## config.mk

```make
export PLATFORM = sky130hd
export DESIGN_NAME = maxpool_stream
export DESIGN_NICKNAME = d
export VERILOG_FILES = /design/src/rtl/conv_pkg.sv /design/src/rtl/pool_row_buf.sv /design/src/rtl/maxpool_stream.sv
export SDC_FILE = /design/constraint.sdc
export NUM_CORES = 1
export LEC_CHECK = 0
export BUFFER_PORTS_ARGS = -buffer_cell sky130_fd_sc_hd__buf_2
export CORE_ASPECT_RATIO = 0.8
export CORE_MARGIN = 2
export CORE_UTILIZATION = 45
export DETAILED_ROUTE_END_ITERATION = 10
export PLACE_DENSITY_LB_ADDON = 0.15
export SLEW_MARGIN = 0
export SYNTH_ARGS = -nofsm -noshare
export SYNTH_HDL_FRONTEND = slang
export SYNTH_HIERARCHICAL = 1
export SYNTH_SLANG_ARGS = --single-unit
export TNS_END_PERCENT = 10
```

## constraint.sdc

```tcl
create_clock -name i_clk -period 4.5 [get_ports i_clk]
set_input_delay 0.675 -clock i_clk [delete_from_list [all_inputs] [get_ports i_clk]]
set_output_delay 0.675 -clock i_clk [all_outputs]
set_load 0.005 [all_outputs]
```

## src/rtl/conv_pkg.sv

```systemverilog
// conv_pkg: shared sample width and pooling FSM state encoding for the conv pipeline
package conv_pkg;
  localparam int DATA_W = 48;
  typedef enum logic [1:0] {IDLE, RUN, DONE} pool_state_t;
endpackage

```

## src/rtl/pool_row_buf.sv

```systemverilog
// pool_row_buf: holds one row of horizontal pair maxima until the matching odd row arrives
// ports: clk, we/waddr/wdata write port, raddr/rdata combinational read port
module pool_row_buf #(
  parameter int DEPTH = 2,
  parameter int DATA_W = 48,
  localparam int AW = DEPTH > 1 ? $clog2(DEPTH) : 1
) (
  input  logic                     clk,
  input  logic                     we,
  input  logic [AW-1:0]            waddr,
  input  logic signed [DATA_W-1:0] wdata,
  input  logic [AW-1:0]            raddr,
  output logic signed [DATA_W-1:0] rdata
);
  logic signed [DATA_W-1:0] mem [DEPTH];
  always_ff @(posedge clk)
    if (we) mem[waddr] <= wdata;
  assign rdata = mem[raddr];
endmodule

```

## src/rtl/maxpool_stream.sv

```systemverilog
// maxpool_stream: streaming 2x2 signed max-pool over a CONV_SIZE x CONV_SIZE raster frame
// ports: i_clk, i_rst (async high), i_go frame start, i_valid/i_data samples in,
//        o_valid/o_data pooled maxima out, o_done end-of-frame pulse
// MAXPOOL_RELU_EN: clamp negative samples to 0 before pooling
module maxpool_stream #(
  parameter int CONV_SIZE = 4,
  parameter int DATA_W = conv_pkg::DATA_W
) (
  input  logic                     i_clk,
  input  logic                     i_rst,
  input  logic                     i_go,
  input  logic                     i_valid,
  input  logic signed [DATA_W-1:0] i_data,
  output logic                     o_valid,
  output logic signed [DATA_W-1:0] o_data,
  output logic                     o_done
);
  import conv_pkg::*;
  localparam int HALF = CONV_SIZE / 2;
  localparam int CW = $clog2(CONV_SIZE);
  localparam int AW = HALF > 1 ? $clog2(HALF) : 1;
  pool_state_t state;
  logic [CW-1:0] row, col;
  logic [AW-1:0] addr;
  logic signed [DATA_W-1:0] pair, s, pmax, rd, omax;
  logic acc, last, col_end, keep_col, keep_row;
  assign acc = state == RUN && i_valid;
`ifdef MAXPOOL_RELU_EN
  assign s = i_data[DATA_W-1] ? '0 : i_data;
`else
  assign s = i_data;
`endif
  assign col_end = col == CW'(CONV_SIZE - 1);
  assign last = col_end && row == CW'(CONV_SIZE - 1);
  // trailing row/column of an odd-sized map has no partner and is dropped
  assign keep_col = 32'(col) < 2 * HALF;
  assign keep_row = 32'(row) < 2 * HALF;
  assign addr = AW'(col >> 1);
  assign pmax = s > pair ? s : pair;
  assign omax = pmax > rd ? pmax : rd;
  pool_row_buf #(.DEPTH(HALF), .DATA_W(DATA_W)) u_row_buf (
    .clk(i_clk),
    .we(acc && col[0] && !row[0] && keep_row),
    .waddr(addr),
    .wdata(pmax),
    .raddr(addr),
    .rdata(rd)
  );
  always_ff @(posedge i_clk or posedge i_rst)
    if (i_rst) begin
      state <= IDLE;
      row <= '0;
      col <= '0;
      pair <= '0;
      o_valid <= 1'b0;
      o_done <= 1'b0;
      o_data <= '0;
    end else begin
      o_valid <= 1'b0;
      o_done <= 1'b0;
      if (acc && !col[0] && keep_col) pair <= s;
      if (acc && col[0] && row[0] && keep_row) begin
        o_data <= omax;
        o_valid <= 1'b1;
      end
      if (acc) begin
        col <= col_end ? '0 : col + 1'b1;
        row <= last ? '0 : col_end ? row + 1'b1 : row;
      end
      case (state)
        IDLE: if (i_go) begin
          state <= RUN;
          row <= '0;
          col <= '0;
        end
        RUN: if (acc && last) begin
          state <= DONE;
          o_done <= 1'b1;
        end
        default: state <= IDLE;
      endcase
    end
endmodule

```

**Word level (Yosys, flattened, before mapping)**

Memory sizes are Yosys's and may differ from the RTL's.
Index checks and enable logic that the tools add are counted.
Widths: inputs -> output; s select.

- Add/subtract/negate cells: 2
- $mul: 0
- Divide/modulo/power cells: 0
- Magnitude comparators: 2
- Eq/ne operators: 5
- Shifts and indexed selects: 0
- Multiplexer cells: 19
- Bitwise logic cells: 0
- Reductions and logical operators: 11

Operators by type and width:

| operator | number |
|---|---|
| $gt 48x48->1 | 2 |
| $mux 48 | 2 |
| $mux 2 | 11 |
| $logic_and 1x1->1 | 7 |
| $mux 1 | 5 |
| $add 2x1->2 const B | 2 |
| $eq 2x2->1 const B | 2 |
| $pmux 2 s2 | 1 |
| $eq 2x1->1 const B | 1 |
| $logic_not 1->1 | 2 |
| $logic_not 2->1 | 1 |
| $ne 2x1->1 const B | 1 |
| $ne 2x2->1 const B | 1 |
| $reduce_and 2->1 | 1 |

- Flip-flop bits (word level): 104
- Bits in latches: 0
- Memory bits (writable): 96
- Bits in read-only memories: 0
- Bits of input ports: 52
- Output and inout port bits: 50
- Memories: 1

Memory list:

| memory | words | width | rd ports | clocked after memory_dff | wr ports | RTL line | text |
|---|---|---|---|---|---|---|---|
| u_row_buf.mem | 2 | 48 | 1 | 0 | 1 | pool_row_buf.sv:15 | `logic signed [DATA_W-1:0] mem [DEPTH];` |

**Depth between registers and ports, before layout**

- Depth in word-level cells: 6
- Gate-level depth with buffers: 24

**By module**

Netlist, hierarchy kept.

Modules (own cells, without submodules):

| module | instances | cells an instance | area each (um^2) | seq. area each (um^2) |
|---|---|---|---|---|
| maxpool_stream | 1 | 863 | 7587.3 | 2602.5 |
| pool_row_buf | 1 | 151 | 3554.7 | 2882.8 |

**Worst setup path after synthesis**

Ideal clock, no wire load.

- Path type: input port to flip-flop
- Start point: input i_data[30]
- End point: register o_data[0]
- Arrival time: 4951 ps
- Required time: 4405 ps
- Path slack: -546 ps
- Stages: 23
- Buffers on the path: 5
- Path through: ha_1 a21oi_1 nand2_1 a221oi_1 o221ai_1 or3_1 mux2_4 buf_6 buf_6 mux2i_1 inv_1 ha_1 a21o_1 a21oi_1 nor2b_1 o311ai_1 nand4_1 or3_1 clkbuf_1 and2_1 buf_2 buf_2 o31ai_1

- Longest elaborated chain between the ends: 4

Ends and longest elaborated chain:

| what | RTL line | text |
|---|---|---|
| start: declaration | maxpool_stream.sv:13 | `input logic signed [DATA_W-1:0] i_data,` |
| $gt 48x48->1 | maxpool_stream.sv:39 | `assign pmax = s > pair ? s : pair;` |
| $mux 48 | maxpool_stream.sv:39 |  |
| net pmax[25] | maxpool_stream.sv:25 | `logic signed [DATA_W-1:0] pair, s, pmax, rd, omax;` |
| $gt 48x48->1 | maxpool_stream.sv:40 | `assign omax = pmax > rd ? pmax : rd;` |
| $mux 48 | maxpool_stream.sv:40 |  |
| end signal: assignment | maxpool_stream.sv:63 | `o_data <= omax;` |
| end: declaration | maxpool_stream.sv:15 | `output logic signed [DATA_W-1:0] o_data,` |

The timed path passes the listed nets, and every way through them passes these cells.
A chain may end at the register's enable or synchronous reset.

**Worst setup path after layout**

- Start point: register pair[30]
- End point: register o_data[26]

- Longest elaborated chain between the ends: 4

Ends and longest elaborated chain:

| what | RTL line | text |
|---|---|---|
| start: declaration | maxpool_stream.sv:25 |  |
| start signal: assignment | maxpool_stream.sv:61 | `if (acc && !col[0] && keep_col) pair <= s;` |
| $gt 48x48->1 | maxpool_stream.sv:39 |  |
| $mux 48 | maxpool_stream.sv:39 |  |
| net pmax[36] | maxpool_stream.sv:25 |  |
| $gt 48x48->1 | maxpool_stream.sv:40 |  |
| $mux 48 | maxpool_stream.sv:40 |  |

The timed path passes the listed nets, and every way through them passes these cells.

==> key figures <==
Run status
  • Outcome: finished with violations
  • Failing checks: setup timing

Synth
  • Net Count, Synth: about 1200
  • EDFF count, synth: between 90 and 100
  • Synth Area per Inst: 10.99 um^2
  • Mapped Cells: between 1000 and 1500
  • Synthesized flop and latch total: 200
  • Synth Warn #: 6
  • Async S/R FF share, synth: 52.00%
  • Register area share after synthesis: about half
  • Most used DFF post-synth: dfrtp_1
  • Yosys cell types: between 40 and 50
  • Synthesized area: around 11000 um^2

Die
  • Core area: 24310 um^2
  • Site row count: slightly above 50
  • Die width: about 180 um
  • Initial Util: a little under half
  • I/O pin count: slightly above 100
  • Die area: roughly 26000 um^2
  • Die Span Y: 144.7 um

Final layout
  • Layout Nets: around 1400
  • Fillers: between 1500 and 2000
  • Area grow syn2layout: 37.84%
  • Final cell count without fillers: between 1500 and 2000
  • Inserted Diodes: 0
  • Fraction of layout cells with a size suffix above 1: roughly two fifths
  • Commonest non-fill, non-tap cell in the layout: buf_4
  • Most frequent cells in the layout: 189 x buf_4, 142 x inv_1, 103 x dfrtp_1
  • Design area: ~15000 um^2

Routing
  • DR iter-0 viols: between 500 and 600
  • Routed WL: between 20000 and 30000 um
  • Vias per cell: about 5.3
  • Routed via count: 8570
  • Final ANT Viol Nets: 0
  • WL per Instance: ~18 um
  • Initial DRT Pass Iterations: 7
  • Final routed DRC violation total: 0

Setup path
  • R2R Path End: o_data[26]
  • Worst-case reg-to-reg path depth: 26
  • WP data required: roughly 4.8 ns
  • CP max stage delay: about 0.4 ns
  • Kind of end point of the critical path: register
  • Bufs and invs on worst path: 10
  • Most frequent CP cell: buf_6
  • Critical-path top delay cell: or3_4
  • Worst reg2reg setup slack: -0.71 ns
  • Crit-path leading delay family: buffers and inverters
  • Critical Path AT: 5.51 ns
  • Max FO, Critical Path: 6
  • CP startpoint kind: register
  • Reg2Reg Launch Point: pair[30]
  • Critical path class: reg2reg

Power
  • Cell Int Power: around 7.4 mW
  • NetSw: roughly 5.3 mW
  • Clk pwr share: 12.1%
  • Logic pwr share: about 64%
  • Pwr/cell area: just over 800 nW/um^2
  • Reg power frac: between 20% and 30%
  • Switching Share: 41.71%
  • Leakage: between 6 and 7 nW
  • VDD IR max: approximately 0.00061 V

Timing
  • Pins over their slew limit: 0
  • Final worst path period need: roughly 5.2 ns
  • Tightest Pin Transition: approximately 1.4 ns
  • Final clock skew: approximately 0.017 ns
  • Fmax: 0.1919 GHz
  • Final hold vios: 0
  • Fin crit share: 115.8%
  • Setup WS post-layout: -0.7109 ns
  • # setup viols final: 48
  • Slew headroom: between 6 and 7%
  • RSZ-0062 raised after global routing: yes

Place
  • Post-DP HPWL: 20280 um
  • GPL Wtd Cong: about 0.79
  • DP Worst Slack: -1.625 ns
  • Placed insts: 1575
  • Area post-placement: 13770 um^2
  • Number of port buffers: around 100

GRT
  • Initial antenna violation count: 1
  • Pin count of the biggest net entering global routing: 54
  • Vias in the first global route: roughly 8300
  • Grt total ovfl: 0
  • GRT Total Usage: around 22%
  • First-pass GRT wire length: around 45000 um

Min path
  • Hold Crit Class: in2async

Clocking
  • Cts bufs inserted: 17
  • Hold buffers post-CTS: 0
  • Maximum clock insertion buffer count: 2
  • Root Buffer: clkbuf_16
  • TritonCTS clock tree: yes
  • Clk sinks: 200
  • Clk slew on worst S/H paths: around 0.08 ns
  • Clk Latency, worst-skew pair: 0.44 ns
  • H-tree depth: 4

Job
  • Number of max-cap violations: 0
## routing by layer
metal / track usage [%] / vias up / share of wire [%]
li1: - / 4221 / -
met1: 33.01 / 4165 / 50
met2: 35.37 / 167 / 45
met3: 4.004 / 15 / 4.0
met4: 3.894 / 2 / 0.52
met5: 0 / - / 0.044
## worst max-delay path by stage
stage	from	end	slack, ns	depth (start not counted)
after floorplan	i_data[47]	o_data[0]	-0.34	22
after global placement	i_data[21]	o_data[30]	-1.63	22
after detailed placement	i_data[21]	o_data[30]	-1.63	22
after CTS	pair[30]	o_data[10]	-0.67	26
after global routing	pair[30]	o_data[17]	-0.89	26
final	pair[30]	o_data[26]	-0.71	26
## synthesized netlist by cell type, types with 3 or more instances
cell type | instances | area share (%)
a21o_1 | 9 | 0.61
a21oi_1 | 41 | 1.8
a221oi_1 | 4 | 0.31
a41oi_1 | 48 | 3.8
and2_1 | 51 | 2.9
and4_1 | 3 | 0.24
buf_2 | 5 | 0.22
buf_4 | 4 | 0.27
buf_6 | 6 | 0.61
clkbuf_1 | 35 | 1.2
dfrtp_1 | 104 | 23
edfxtp_1 | 96 | 26
ha_1 | 98 | 11
inv_1 | 150 | 5.1
mux2_2 | 29 | 2.9
mux2_4 | 21 | 2.8
mux2i_1 | 48 | 4.3
nand2_1 | 72 | 2.4
nand2b_1 | 3 | 0.17
nand3_1 | 14 | 0.63
nand4_1 | 18 | 1.0
nor2_1 | 10 | 0.34
nor2b_1 | 6 | 0.34
nor3_1 | 7 | 0.31
o21ai_0 | 57 | 2.6
o31ai_1 | 50 | 3.4
or3_1 | 3 | 0.17
## flip-flops by register name, indices dropped and copies added (netlist names)
signal and flops:
o_data 48, o_done 1, row 2, o_valid 1
pair 48, u_row_buf/mem 96, col 2, state 2
## worst register-to-register path: stages, from the launching register on
cell and delay [ns]:
dfrtp_1 0.40, inv_2 0.08, ha_4 0.20, buf_6 0.11
a21oi_2 0.12, nand2_1 0.10, a221oi_4 0.35, o221ai_2 0.15
or3_4 0.41, mux2_4 0.40, buf_12 0.18, buf_6 0.12
mux2i_1 0.17, buf_4 0.15, inv_2 0.05, ha_4 0.26
nand4_1 0.13, buf_4 0.18, nor4_4 0.21, buf_6 0.18
nand3_4 0.08, o31a_1 0.28, o21ai_4 0.11, and2_4 0.28
buf_12 0.14, buf_16 0.14, o31ai_2 0.07
## logic make-up (layout without fill, tap and decap cells)
kind of cell    Yosys count  in the layout  share of synthesized area [%]
simple gates            195            195                          8.973
fa+ha+maj                98             98                          11.01
flops                   200            200                          49.23
compound gates          222            222                          13.35
buf+inv                 201            495                          7.367
mux                      98             99                          10.07
## layout make-up
| cell class | instances | area (um^2) | share of cell area (%) |
|---|---|---|---|
| Tap cell | 318 | 397.9 | 2.591 |
| Inverter | 150 | 568.0 | 3.699 |
| Clock inverter | 14 | 155.1 | 1.010 |
| Multi-Input combinational cell | 614 | 5957 | 38.79 |
| Clock buffer | 18 | 429.2 | 2.794 |
| Timing Repair Buffer | 313 | 2365 | 15.40 |
| Sequential cell | 200 | 5487 | 35.72 |
## per-stage QoR
| stage | TNS (ns) | utilization [%] | power, mW | hold slack (ns) |
|---|---|---|---|---|
| 3_5_place_dp | -76.48 | 56.65 | 9.590 | 0.5179 |
| 5_1_grt | -39.95 | 63.17 | 13.57 | 0.4159 |
| 6_report | -31.21 | 63.17 | 12.72 | 0.3610 |
| 2_1_floorplan | -15.19 | - | 6.948 | 0.4871 |
| 4_1_cts | -30.02 | 61.07 | 12.07 | 0.3920 |
| 3_3_place_gp | -77.00 | 56.65 | 9.478 | 0.5110 |
## power groups by stage
stage	clock network (mW)	registers [mW]	logic [mW]
2_1_floorplan	0	2.92	4.03
3_3_place_gp	0	2.99	6.48
3_5_place_dp	0	3.01	6.58
4_1_cts	1.57	2.98	7.52
5_1_grt	1.63	3.05	8.89
6_report	1.54	3.00	8.18
## repair_timing
item,in CTS,in global routing
pin swaps,15,18
hold endpoints to repair,0,0
resized for setup,68,70
setup buffers,9,5
setup endpoints to repair,48,48
cloned,3,3
(Power assumes the default switching activity.)
